`config.mk`:
```
export PLATFORM = sky130hd
export DESIGN_NAME = vpe_result_writeback
export DESIGN_NICKNAME = d
export VERILOG_FILES = /design/src/rtl/vpe_pkg.sv /design/src/rtl/vpe_wb_ofifo.sv /design/src/rtl/vpe_result_writeback.sv
export SDC_FILE = /design/constraint.sdc
export NUM_CORES = 2
export LEC_CHECK = 0
export BUFFER_PORTS_ARGS = -buffer_cell sky130_fd_sc_hd__buf_2
export CORE_MARGIN = 10
export CORE_UTILIZATION = 59
export CTS_CLUSTER_SIZE = 10
export DETAILED_ROUTE_END_ITERATION = 16
export PLACE_DENSITY_LB_ADDON = 0.2
export SLEW_MARGIN = 20
export SYNTH_ARGS = -nofsm -noshare
export SYNTH_HDL_FRONTEND = slang
export SYNTH_SLANG_ARGS = --single-unit
```
`constraint.sdc`:
```
create_clock -name clk -period 4.67 [get_ports clk]
set_input_delay 0.467 -clock clk [delete_from_list [all_inputs] [get_ports clk]]
set_output_delay 0.467 -clock clk [all_outputs]
set_load 0.01 [all_outputs]
```
`src/rtl/vpe_pkg.sv`:
```
// rtl/vpe_pkg.sv - shared VPE writeback geometry and destination mux encodings
package vpe_pkg;
  localparam int VPE_LANES       = 8;
  localparam int VPE_DW          = VPE_LANES * 8;
  localparam int VPE_RF_DEPTH    = 32;
  localparam int VPE_AW          = $clog2(VPE_RF_DEPTH);
  localparam int VPE_OFIFO_DEPTH = 4;

  localparam logic [1:0] VPE_MUX_BANK_A = 2'd0;
  localparam logic [1:0] VPE_MUX_BANK_B = 2'd1;
  localparam logic [1:0] VPE_MUX_STREAM = 2'd2;
  localparam logic [1:0] VPE_MUX_DROP   = 2'd3;
endpackage

```
`src/rtl/vpe_wb_ofifo.sv`:
```
// rtl/vpe_wb_ofifo.sv - sync output stream FIFO, no fall-through, sticky overflow flag
module vpe_wb_ofifo #(
  parameter int DW    = 64,
  parameter int DEPTH = 4
) (
  input  logic          clk,
  input  logic          rst_n,
  input  logic          push,
  input  logic [DW-1:0] push_data,
  output logic [DW-1:0] out_data,
  output logic          out_v,
  input  logic          out_rdy,
  output logic          ovf_err,
  input  logic          clr_err
);
  localparam int PW = $clog2(DEPTH);

  logic [DW-1:0] mem [DEPTH];
  logic [PW-1:0] wr_ptr, rd_ptr;
  logic [PW:0]   count;
  logic          full, pop, accept;

  assign full     = (count == (PW+1)'(DEPTH));
  assign out_v    = (count != '0);
  assign out_data = mem[rd_ptr];
  assign pop      = out_v & out_rdy;
  // A full FIFO still takes a word when the head leaves in the same cycle.
  assign accept   = push & (~full | pop);

  always_ff @(posedge clk or negedge rst_n) begin
    if (!rst_n) begin
      for (int i = 0; i < DEPTH; i++) mem[i] <= '0;
      wr_ptr  <= '0;
      rd_ptr  <= '0;
      count   <= '0;
      ovf_err <= 1'b0;
    end else begin
      if (accept) begin
        mem[wr_ptr] <= push_data;
        wr_ptr      <= wr_ptr + 1'b1;
      end
      if (pop) rd_ptr <= rd_ptr + 1'b1;
      if (accept && !pop)      count <= count + 1'b1;
      else if (!accept && pop) count <= count - 1'b1;
      if (push && !accept)     ovf_err <= 1'b1;
      else if (clr_err)        ovf_err <= 1'b0;
    end
  end
endmodule

```
`src/rtl/vpe_result_writeback.sv`:
```
// rtl/vpe_result_writeback.sv - VPE result ReLU + commit to RF banks / stream FIFO
// Build option VPE_WB_RD_BYPASS_EN: write-first read of a same-cycle commit.
module vpe_result_writeback
  import vpe_pkg::*;
#(
  parameter int LANES       = VPE_LANES,
  parameter int DW          = VPE_DW,
  parameter int RF_DEPTH    = VPE_RF_DEPTH,
  parameter int AW          = VPE_AW,
  parameter int OFIFO_DEPTH = VPE_OFIFO_DEPTH
) (
  input  logic          clk,
  input  logic          rst_n,
  input  logic [DW-1:0] i_data,
  input  logic          i_data_v,
  input  logic          i_en_relu,
  input  logic [AW-1:0] i_rf_idx,
  input  logic [1:0]    i_rf_mux,
  input  logic          i_rd_en,
  input  logic          i_rd_bank,
  input  logic [AW-1:0] i_rd_idx,
  output logic [DW-1:0] o_rd_data,
  output logic          o_rd_v,
  input  logic [1:0]    i_clr_bank,
  output logic [1:0]    o_bank_full,
  output logic [DW-1:0] o_out_data,
  output logic          o_out_v,
  input  logic          i_out_rdy,
  output logic          o_ovf_err,
  input  logic          i_clr_err
);
  logic [DW-1:0]       relu_data, rd_word;
  logic [DW-1:0]       rf_a [RF_DEPTH];
  logic [DW-1:0]       rf_b [RF_DEPTH];
  logic [RF_DEPTH-1:0] sb_a, sb_b, sb_a_nxt, sb_b_nxt;
  logic                wr_a, wr_b, push;

  for (genvar g = 0; g < LANES; g++) begin : g_relu
    assign relu_data[8*g +: 8] = (i_en_relu && i_data[8*g+7]) ? 8'h00 : i_data[8*g +: 8];
  end

  assign wr_a = i_data_v && (i_rf_mux == VPE_MUX_BANK_A);
  assign wr_b = i_data_v && (i_rf_mux == VPE_MUX_BANK_B);
  assign push = i_data_v && (i_rf_mux == VPE_MUX_STREAM);

  always_ff @(posedge clk) begin
    if (wr_a) rf_a[i_rf_idx] <= relu_data;
    if (wr_b) rf_b[i_rf_idx] <= relu_data;
  end

  always_comb begin
    rd_word = i_rd_bank ? rf_b[i_rd_idx] : rf_a[i_rd_idx];
`ifdef VPE_WB_RD_BYPASS_EN
    if ((i_rd_bank ? wr_b : wr_a) && (i_rf_idx == i_rd_idx)) rd_word = relu_data;
`endif
  end

  always_ff @(posedge clk or negedge rst_n) begin
    if (!rst_n) begin
      o_rd_v    <= 1'b0;
      o_rd_data <= '0;
    end else begin
      o_rd_v <= i_rd_en;
      if (i_rd_en) o_rd_data <= rd_word;
    end
  end

  // Clear first, then the same-cycle write marks its own entry.
  always_comb begin
    sb_a_nxt = i_clr_bank[0] ? '0 : sb_a;
    sb_b_nxt = i_clr_bank[1] ? '0 : sb_b;
    if (wr_a) sb_a_nxt[i_rf_idx] = 1'b1;
    if (wr_b) sb_b_nxt[i_rf_idx] = 1'b1;
  end

  always_ff @(posedge clk or negedge rst_n) begin
    if (!rst_n) begin
      sb_a        <= '0;
      sb_b        <= '0;
      o_bank_full <= 2'b00;
    end else begin
      sb_a        <= sb_a_nxt;
      sb_b        <= sb_b_nxt;
      o_bank_full <= {&sb_b_nxt, &sb_a_nxt};
    end
  end

  vpe_wb_ofifo #(.DW(DW), .DEPTH(OFIFO_DEPTH)) u_ofifo (
    .clk       (clk),
    .rst_n     (rst_n),
    .push      (push),
    .push_data (relu_data),
    .out_data  (o_out_data),
    .out_v     (o_out_v),
    .out_rdy   (i_out_rdy),
    .ovf_err   (o_ovf_err),
    .clr_err   (i_clr_err)
  );
endmodule

```
==> results.json <==
{
  "clkSinkCount": 4491,
  "switching_power_mw": 20.8,
  "post-cts-setup-buffers": 0,
  "final_util_pct": 67.7,
  "core_area_um2": 291000,
  "r2r_cells": 7,
  "seq_area_frac_synth_pct": 77.0,
  "routabilityCongestion": 0.868,
  "syn-cell-area_um2": 173000,
  "critPathRequiredTime_ns": 4.20,
  "antenna_found_initial": 26,
  "synth_warnings": 0,
  "tritoncts": "built",
  "yosys_register_bits": 4491,
  "wl_per_cell_um": 33.6,
  "htreeDepth": 6,
  "portBuffers": 218,
  "area_growth_pct": 14.3,
  "cp_max_fo": 36,
  "clkTransAtPathRegs_ns": 0.05,
  "avgSynthCellArea_um2": 18.9,
  "timing.rr.start": "u_ofifo.count[0]",
  "rr_endpoint": "u_ofifo.mem[158]",
  "drtIter0Drc": 13400,
  "dp.cells": 13100,
  "tightest_slew_ns": 1.21,
  "grt_pass1_vias": 94400,
  "drc": 0,
  "cp-end-kind": "output pin",
  "hold_viol_final": 0,
  "layout.cells.non_filler": 13900,
  "hold_depth": 3,
  "hold_end": "u_ofifo.mem[237]",
  "fillers": 18300,
  "rows": 198,
  "die_area_um2": 314000,
  "status": "finished, final reports clean",
  "clockRootBuffer": "clkbuf_16",
  "die_x_um": 561,
  "clock_path_buffers": 4,
  "synthArstFlopShare_pct": 8.80,
  "synth_cell_types": 60,
  "p_int_mw": 69.4,
  "vdd.ir_drop.worst_mv": 0.502,
  "min_path_type": "input port to register",
  "regToRegSetupSlack_ns": 1.86,
  "p_per_area_nw_per_um2": 457,
  "grt_max_degree": 133,
  "drt_wl_total_um": 467000,
  "met1_length_um": 177000,
  "skew_ns": 0.0397,
  "grt_use_total_pct": 29.1,
  "crit_type": "register to output pin",
  "p_seq_share_pct": 51.3,
  "dr_wl_met3_um": 52100,
  "max_slew_margin_pct": 19.0,
  "dr.pass1.iters": 6,
  "grt_pass1_wl_um": 671000,
  "synth.top_cell.area_share_pct": 71.3,
  "slew_viol_final": 0,
  "placed_area_um2": 182000,
  "avgViaCountPerCell": 6.74,
  "finalCriticalPeriod_ns": 3.59,
  "cap_viol_max_count": 0,
  "grt_overflow": 0,
  "critPathSlowestCell": "dfrtp_4",
  "comb_power_share_pct": 8.2,
  "fin_nets": 9860,
  "critPathLaunch": "u_ofifo.rd_ptr[0]",
  "rsz0062_at_grt": "false",
  "setup_tns_ns": 0,
  "max_stage_delay_ns": 0.91,
  "cts_buffers": 526,
  "synth_top_area_cell": "edfxtp_1",
  "cp_num_buf_inv": 2,
  "syn_inst": 9120,
  "final_area_um2": 197000,
  "vias": 93800,
  "detail-route-antenna-nets": 0,
  "min_from": "i_data[45]",
  "pwr-share-clk_pct": 40.4,
  "drive_gt1_share_pct": 18.7,
  "critPathArrivalTime_ns": 3.12,
  "finalSetupViolCount": 0,
  "top_layer_used": "met5",
  "synth_edf_count": 4096,
  "initial_utilization_pct": 59.3,
  "startpoint_type": "register",
  "met2_length_um": 221000,
  "crit_chain": "buf_4, mux4_2, buf_2",
  "synth_area_leaders": "edfxtp_1 71%, mux4_2 7.5%, mux2i_1 6.0%, dfrtp_1 5.7%, a22oi_1 2.0%",
  "post-route-period-util_pct": 76.8,
  "place_hpwl_um": 271000,
  "cp_top_family": "flip-flops",
  "die_h_um": 561,
  "p_leak_nw": 65.2,
  "synth_flop_cell": "edfxtp_1",
  "synth_nets": 9212,
  "io_pins": 219,
  "p_sw_share_pct": 23.1,
  "clock.fmax_mhz": 279,
  "clk-insertion-delay-late_ns": 0.93
}
-- worst min-delay path: cells and delay by family --
family	cells	cell delay (ns)
AO/OA/AOI/OAI	1	0.22
AND/OR/NAND/NOR	1	0.20
buffers and inverters	1	0.08
-- layout by cell type (no fill, tap or decap), types with 17 or more instances in the layout --
cell type	netlist	layout
a21oi_1	80	80
clkinv_1	1	23
dlygate4sd3_1	0	64
nand2b_1	76	73
buf_2	169	214
a31oi_1	17	17
clkbuf_16	0	541
inv_1	111	80
nor3_1	71	69
a22oi_1	449	449
nand3_1	77	76
clkbuf_1	296	176
nor2_4	0	62
a221o_1	65	65
buf_12	0	146
nor2_1	194	132
buf_4	0	243
o21ai_0	328	328
o221ai_1	65	65
mux4_2	576	576
mux2i_1	1028	1028
nand2_1	532	527
dfrtp_1	395	393
nand4_1	69	69
o22ai_1	163	163
a21o_1	25	25
edfxtp_1	4096	4096
a221oi_1	64	64
-- routing by layer --
layer	vias to the layer above	global-route usage, %
li1	38100	-
met1	49000	40.8
met2	5773	45.8
met3	888	6.88
met4	10	9.27
met5	-	0
-- cell families (layout without fill, tap and decap cells) --
kind of cell / count (synthesis) / count (layout) / synth area share (%)
flops: 4491 / 4491 / 77.0
mux: 1607 / 1607 / 13.5
compound gates: 1271 / 1271 / 5.01
simple gates: 1078 / 1078 / 2.83
buf+inv: 661 / 1542 / 1.57
fa+ha+maj: 6 / 6 / 0.0479
xor+xnor: 6 / 6 / 0.0305
other cells: 0 / 13 / 0
-- power by group through the flow --
stage / Combinational, mW / Clock (mW) / Sequential, mW
detailed placement: 7.32 / 0 / 47.1
global placement: 7.11 / 0 / 46.9
CTS: 7.41 / 36.8 / 46.3
floorplan: 4.50 / 0 / 46.6
global route: 7.99 / 38.5 / 46.4
finish: 7.43 / 36.5 / 46.3
-- synth_stat cells, drive strengths merged, types with 10 or more instances --
cell type  number
a21o           25
a21oi          80
a221o          65
a221oi         64
a22oi         449
a31oi          17
buf           253
clkbuf        296
dfrtp         395
edfxtp       4096
inv           111
mux2i        1028
mux4          576
nand2         532
nand2b         76
nand3          77
nand4          69
nor2          194
nor2b          10
nor3           71
o21ai         328
o221ai         65
o22ai         163
-- metrics by stage --
step	worst slack [ns]	power (mW)	hold WS, ns
floorplan	0.00858	51.1	0.171
global placement	1.01	54.0	0.456
detailed placement	1.03	54.4	0.466
CTS	0.973	90.5	0.0127
global route	0.895	92.8	0.0743
finish	1.08	90.2	0.0963
-- worst max-delay path by stage --
stage                endpoint  slack [ns]  cells after the start
2_1_floorplan      rf_a[1][0]       0.009                      5
3_3_place_gp    o_rd_data[33]        1.01                      8
3_5_place_dp    o_rd_data[16]        1.03                      7
4_1_cts         o_out_data[3]        0.97                      3
5_1_grt         o_out_data[3]        0.90                      3
6_report       o_out_data[11]        1.08                      3
-- sequential cells by signal, summed over array words and instances, names as in the netlist --
signal,cells
o_bank_full,2
o_rd_data,64
o_rd_v,1
rf_a,2048
rf_b,2048
sb_a,32
sb_b,32
u_ofifo.count,3
u_ofifo.mem,256
u_ofifo.ovf_err,1
u_ofifo.rd_ptr,2
u_ofifo.wr_ptr,2
-- area by class of cell --
class                           count  area, µm²  area share (%)
Inverter                          112        432           0.219
Timing Repair Buffer              669       6490            3.29
Tap cell                         3900       4880            2.47
Sequential cell                  4491     133000            67.4
Clock inverter                     42        646           0.327
Antenna cell                       13       32.5          0.0165
Multi-Input combinational cell   3968      37600            19.1
Clock buffer                      719      14200            7.21
-- repair_timing --
action / in CTS / in global routing
endpoints found under the hold margin: 339 / 0
gates resized for setup: 0 / 0
hold buffers: 64 / 0
No activity file was read; power rests on OpenSTA's default activity.
